<file path="src/rtl/disaggregator.sv">
// Splits each wide word from a show-ahead sender into narrow words, one per cycle.
// Optional receiver_last output is enabled by defining DISAGGREGATOR_LAST_FLAG_EN.
module disaggregator #(
  parameter int unsigned DATA_WIDTH  = 8,
  parameter int unsigned FETCH_WIDTH = 2,
  localparam int unsigned IW = $clog2(FETCH_WIDTH) + 1
) (
  input  logic                              wclk,
  input  logic                              wrst_n,
  input  logic [FETCH_WIDTH*DATA_WIDTH-1:0] sender_data,
  input  logic                              sender_empty_n,
  output logic                              sender_deq,
  output logic [DATA_WIDTH-1:0]             receiver_data,
  input  logic                              receiver_full_n,
  output logic                              receiver_enq,
  input  logic                              change_fetch_width,
  input  logic [IW-1:0]                     input_fetch_width
`ifdef DISAGGREGATOR_LAST_FLAG_EN
  ,
  output logic                              receiver_last
`endif
);

  typedef enum logic [0:0] {StEmpty, StShift} state_e;

  state_e                          state_q, state_d;
  logic [IW-1:0]                   idx_q, idx_d;
  logic [FETCH_WIDTH*DATA_WIDTH-1:0] buf_q, buf_d;
  logic [IW-1:0]                   active_width_q, active_width_d;
  logic [IW-1:0]                   word_width_q, word_width_d;

  logic [IW-1:0] req_width;
  logic          last_lane;
  logic          load;
  logic          enq_raw;
  logic          deq_raw;

  // Zero or oversize requests fall back to the full fetch width.
  always_comb begin
    req_width = input_fetch_width;
    if (input_fetch_width == '0 || 32'(input_fetch_width) > FETCH_WIDTH) begin
      req_width = IW'(FETCH_WIDTH);
    end
  end

  always_comb begin
    active_width_d = change_fetch_width ? req_width : active_width_q;
  end

  assign last_lane = (idx_q == word_width_q - IW'(1));

  always_comb begin
    state_d       = state_q;
    idx_d         = idx_q;
    buf_d         = buf_q;
    word_width_d  = word_width_q;
    load          = 1'b0;
    enq_raw       = 1'b0;
    deq_raw       = 1'b0;
    receiver_data = '0;

    unique case (state_q)
      StEmpty: begin
        if (sender_empty_n) begin
          deq_raw = 1'b1;
          load    = 1'b1;
          state_d = StShift;
        end
      end
      StShift: begin
        receiver_data = buf_q[DATA_WIDTH*32'(idx_q) +: DATA_WIDTH];
        enq_raw       = receiver_full_n;
        if (receiver_full_n) begin
          if (!last_lane) begin
            idx_d = idx_q + IW'(1);
          end else if (sender_empty_n) begin
            // Reload in the same cycle as the final lane so the stream has no bubble.
            deq_raw = 1'b1;
            load    = 1'b1;
          end else begin
            state_d = StEmpty;
          end
        end
      end
      default: state_d = StEmpty;
    endcase

    if (load) begin
      buf_d        = sender_data;
      idx_d        = '0;
      word_width_d = active_width_d;
    end
  end

  assign sender_deq   = deq_raw & wrst_n;
  assign receiver_enq = enq_raw & wrst_n;

`ifdef DISAGGREGATOR_LAST_FLAG_EN
  assign receiver_last = receiver_enq & last_lane;
`endif

  always_ff @(posedge wclk) begin
    if (!wrst_n) begin
      state_q        <= StEmpty;
      idx_q          <= '0;
      buf_q          <= '0;
      active_width_q <= IW'(FETCH_WIDTH);
      word_width_q   <= IW'(FETCH_WIDTH);
    end else begin
      state_q        <= state_d;
      idx_q          <= idx_d;
      buf_q          <= buf_d;
      active_width_q <= active_width_d;
      word_width_q   <= word_width_d;
    end
  end

endmodule

</file>
<file path="config.mk">
export PLATFORM = sky130hd
export DESIGN_NAME = disaggregator
export DESIGN_NICKNAME = d
export VERILOG_FILES = /design/src/rtl/disaggregator.sv
export SDC_FILE = /design/constraint.sdc
export NUM_CORES = 1
export LEC_CHECK = 0
export BUFFER_PORTS_ARGS = -buffer_cell sky130_fd_sc_hd__buf_4
export CORE_UTILIZATION = 30
export DETAILED_ROUTE_END_ITERATION = 6
export PLACE_DENSITY = 0.62
export REMOVE_ABC_BUFFERS = 1
export SYNTH_ARGS = -nofsm -noshare
export SYNTH_HDL_FRONTEND = slang
export SYNTH_SLANG_ARGS = --single-unit
</file>
<file path="constraint.sdc">
create_clock -name wclk -period 1.8 [get_ports wclk]
set_input_delay 0.09 -clock wclk [delete_from_list [all_inputs] [get_ports wclk]]
set_output_delay 0.09 -clock wclk [all_outputs]
set_load 0.05 [all_outputs]
</file>
==> impl_metrics.yaml <==
outcome:
  status: "finished, final reports clean"
routing:
  wl_per_cell_um: 11.1
  vias_per_cell: 4.50
  drt_iter0_drc: 18
  drc: 0
  wirelength_um: 2280
  vias: 926
  dr.pass1.iters: 6
  antenna_left: 0
clock_network:
  insertion_delay_ps: 260
  clockBufferDepth: 2
  cts.root.buffer_cell: "clkbuf_8"
  clk_pin_slew_ps: 80
  cts_tree: "yes"
  htreeDepth: 1
  numClockSinks: 23
  numCtsBuffers: 3
critical_path:
  cp_data_required_time_ps: 1710
  cp_top_family: "flip-flops"
  path_buf_inv: 1
  ff2ff_path_depth: 6
  rr_endpoint: "idx_q[1]$_SDFFE_PP0P_"
  end_kind: "primary output"
  reg2reg_from: "idx_q[1]$_SDFFE_PP0P_"
  cp_slowest_cell: "dfxtp_2"
  max_stage_delay_ps: 350
  worstSetupPathType: "reg2out"
  crit_arrival_ps: 1620
  critical_path.startpoint_type: "flop"
  rrSetupSlack_ps: 190
  crit_chain: "xnor2_2, mux2i_2, a31oi_4, nor2b_2, buf_6"
  path_max_fanout: 5
worst_hold_path:
  hold_path_class: "in2reg"
  hold_end: "buf_q[3]$_SDFFE_PN0P_"
  whs_path_depth: 3
  min_from: "sender_data[3]"
global_routing:
  grt_use_total_pct: 11.9
  grt_pass1_wl_um: 3710
  grt_max_degree: 42
  grt_pass1_vias: 864
  grt_overflow: 0
  antenna_found_initial: 0
timing:
  fin_crit_sh_pct: 94.8
  period_minus_slack_ps: 1710
  finalSetupViolCount: 0
  final-hold-violation-count: 0
  fin_skew_ps: 5.61
  fmax_ghz: 0.586
  slew_headroom_pct: 73.3
  worstMarginPinSlew_ps: 400
  rsz0062_at_grt: "false"
  setup_slack_ps: 93.9
  slew_viol_final: 0
yosys:
  postSynth.asyncResetShare_pct: 0
  synth_edf_count: 0
  yosys_warnings: 0
  synth_ff_type: "dfxtp_1"
  synth_cells: 124
  seq_area_frac_synth_pct: 40.8
  ys_ff_latch: 23
  synth.avg_cell_area_um2: 9.11
  syn-cell-area_mm2: 0.00113
  synth.distinct_cells: 24
placement:
  io_buffers: 32
  gp_congestion: 0.753
  dp_hpwl_um: 1610
  preCtsSetupSlack_ps: 283
  dp_cells: 198
power:
  power.leakage_nw: 0.701
  ir_worst_vdd_mv: 0.444
  p_per_area_mw_per_mm2: 726
floorplan:
  dieHeight_um: 63.4
  design.portCount: 33
  num_rows: 21
  die_x_um: 63.4
  core_area_mm2: 0.00347
  dieArea_mm2: 0.00402
  initial_core_util_pct: 32.6
layout:
  nets: 184
  stdcell_count: 206
  layout-drive-gt1-share_pct: 32.5
  area_growth_pct: 32.3
  diodes: 0
job:
  cap_viol_max_count: 0
## kinds of logic (layout without fill, tap and decap cells)
| kind of cell | count (synthesis) | after routing | synth area share, % |
|---|---|---|---|
| buffers and inverters | 8 | 44 | 4.10 |
| DFF | 23 | 23 | 40.8 |
| xor gates and xnor gates | 1 | 1 | 1.44 |
| and+or+nand+nor | 55 | 55 | 21.0 |
| AOI/OAI and AO/OA | 9 | 9 | 6.87 |
| muxes | 28 | 28 | 25.8 |
## cells in the final DEF (no fill, tap or decap)
cell | synthesis | routed
dfxtp_1 | 23 | 22
o21ai_0 | 2 | 2
o21a_1 | 2 | 2
mux2_2 | 2 | 2
and3_1 | 2 | 2
nand2b_1 | 4 | 4
o2111a_1 | 1 | 1
a21oi_1 | 1 | 1
nor2b_1 | 3 | 2
o21bai_1 | 1 | 1
a21boi_0 | 1 | 1
clkbuf_8 | 0 | 3
and2_1 | 1 | 1
and3b_1 | 1 | 1
buf_6 | 2 | 1
nor2b_2 | 0 | 1
dfxtp_2 | 0 | 1
nand3_1 | 1 | 1
nor2_1 | 9 | 9
buf_4 | 0 | 39
mux2i_2 | 1 | 1
mux2_4 | 1 | 1
mux2i_1 | 24 | 24
xnor2_2 | 1 | 1
nand2_1 | 34 | 34
clkinv_2 | 0 | 1
a31oi_4 | 1 | 1
## through the flow
step / hold slack (ps) / area, um^2 / util (%) / power [mW] / TNS [ps]
2_1_floorplan: 198 / 1080 / - / 0.682 / -571
3_3_place_gp: 340 / 1410 / 40.7 / 0.766 / 0
3_5_place_dp: 350 / 1410 / 40.7 / 0.773 / 0
4_1_cts: 67.3 / 1460 / 42.0 / 1.09 / 0
5_1_grt: 68.4 / 1500 / 43.1 / 1.14 / 0
6_report: 71.4 / 1500 / 43.1 / 1.08 / 0
## final cells by class
type,instances,area [um^2]
repair buffers,40,304
clock buffers,3,41.3
multi-input cells,93,626
clock inverters,1,5.00
flip-flops and latches,23,462
fillers,352,1970
well taps,46,57.6
## cells in the mapped netlist, drive strengths merged, types with 2 or more instances
cell / number / area, um^2
nor2: 9 / 33.8
mux2i: 25 / 254
nor2b: 3 / 18.8
nand2b: 4 / 25.0
buf: 3 / 27.5
clkbuf: 5 / 18.8
and3: 2 / 12.5
nand2: 34 / 128
dfxtp: 23 / 460
mux2: 3 / 37.5
o21ai: 2 / 10.0
o21a: 2 / 15.0
## power breakdown
part	switching, mW	total (mW)	internal [mW]
combinational	0.109	0.214	0.105
sequential	0.0169	0.556	0.539
clock	0.161	0.315	0.154
## state kept, by name (all words and copies together) (netlist names)
| register | cells |
|---|---|
| word_width_q | 2 |
| idx_q | 2 |
| buf_q | 16 |
| active_width_q | 2 |
| state_q | 1 |
## metal layers
metal  wire length (um)  vias to the layer above  GRT usage, %
met2               1030                       27          19.8
met3                142                        2          4.17
met4                 19                        0          3.41
met1               1090                      414          14.3
met5                  0                        -             0
li1                   -                      483             -
## how the worst max path moves through the flow
stage                                  endpoint                    startpoint  depth (start not counted)  slack [ps]
final                                sender_deq         idx_q[1]$_SDFFE_PP0P_                          5          90
after global routing                 sender_deq         idx_q[1]$_SDFFE_PP0P_                          5        0.05
after CTS                            sender_deq  word_width_q[1]$_SDFFE_PN1P_                          5           6
after detailed placement  buf_q[5]$_SDFFE_PN0P_  word_width_q[1]$_SDFFE_PN1P_                          5         280
after global placement    idx_q[1]$_SDFFE_PP0P_  word_width_q[1]$_SDFFE_PN1P_                          5         340
after floorplan                      sender_deq         idx_q[0]$_SDFFE_PP0P_                          4        -310
## repair_timing
item / in CTS / in global routing
hold buffers: 0 / 0
endpoints found under the hold margin: 0 / 0
endpoints found under the setup margin: 0 / 1
setup buffers: 0 / 4
resized for setup: 0 / 3
## worst reg2reg max path, stage by stage (launching register included)
cell     delay (ps)
dfxtp_2         350
xnor2_2         230
mux2i_2         310
a31oi_4         150
buf_4           160
buf_4           150
and3_1          160
Note: power is estimated with default switching activity, not from simulation.
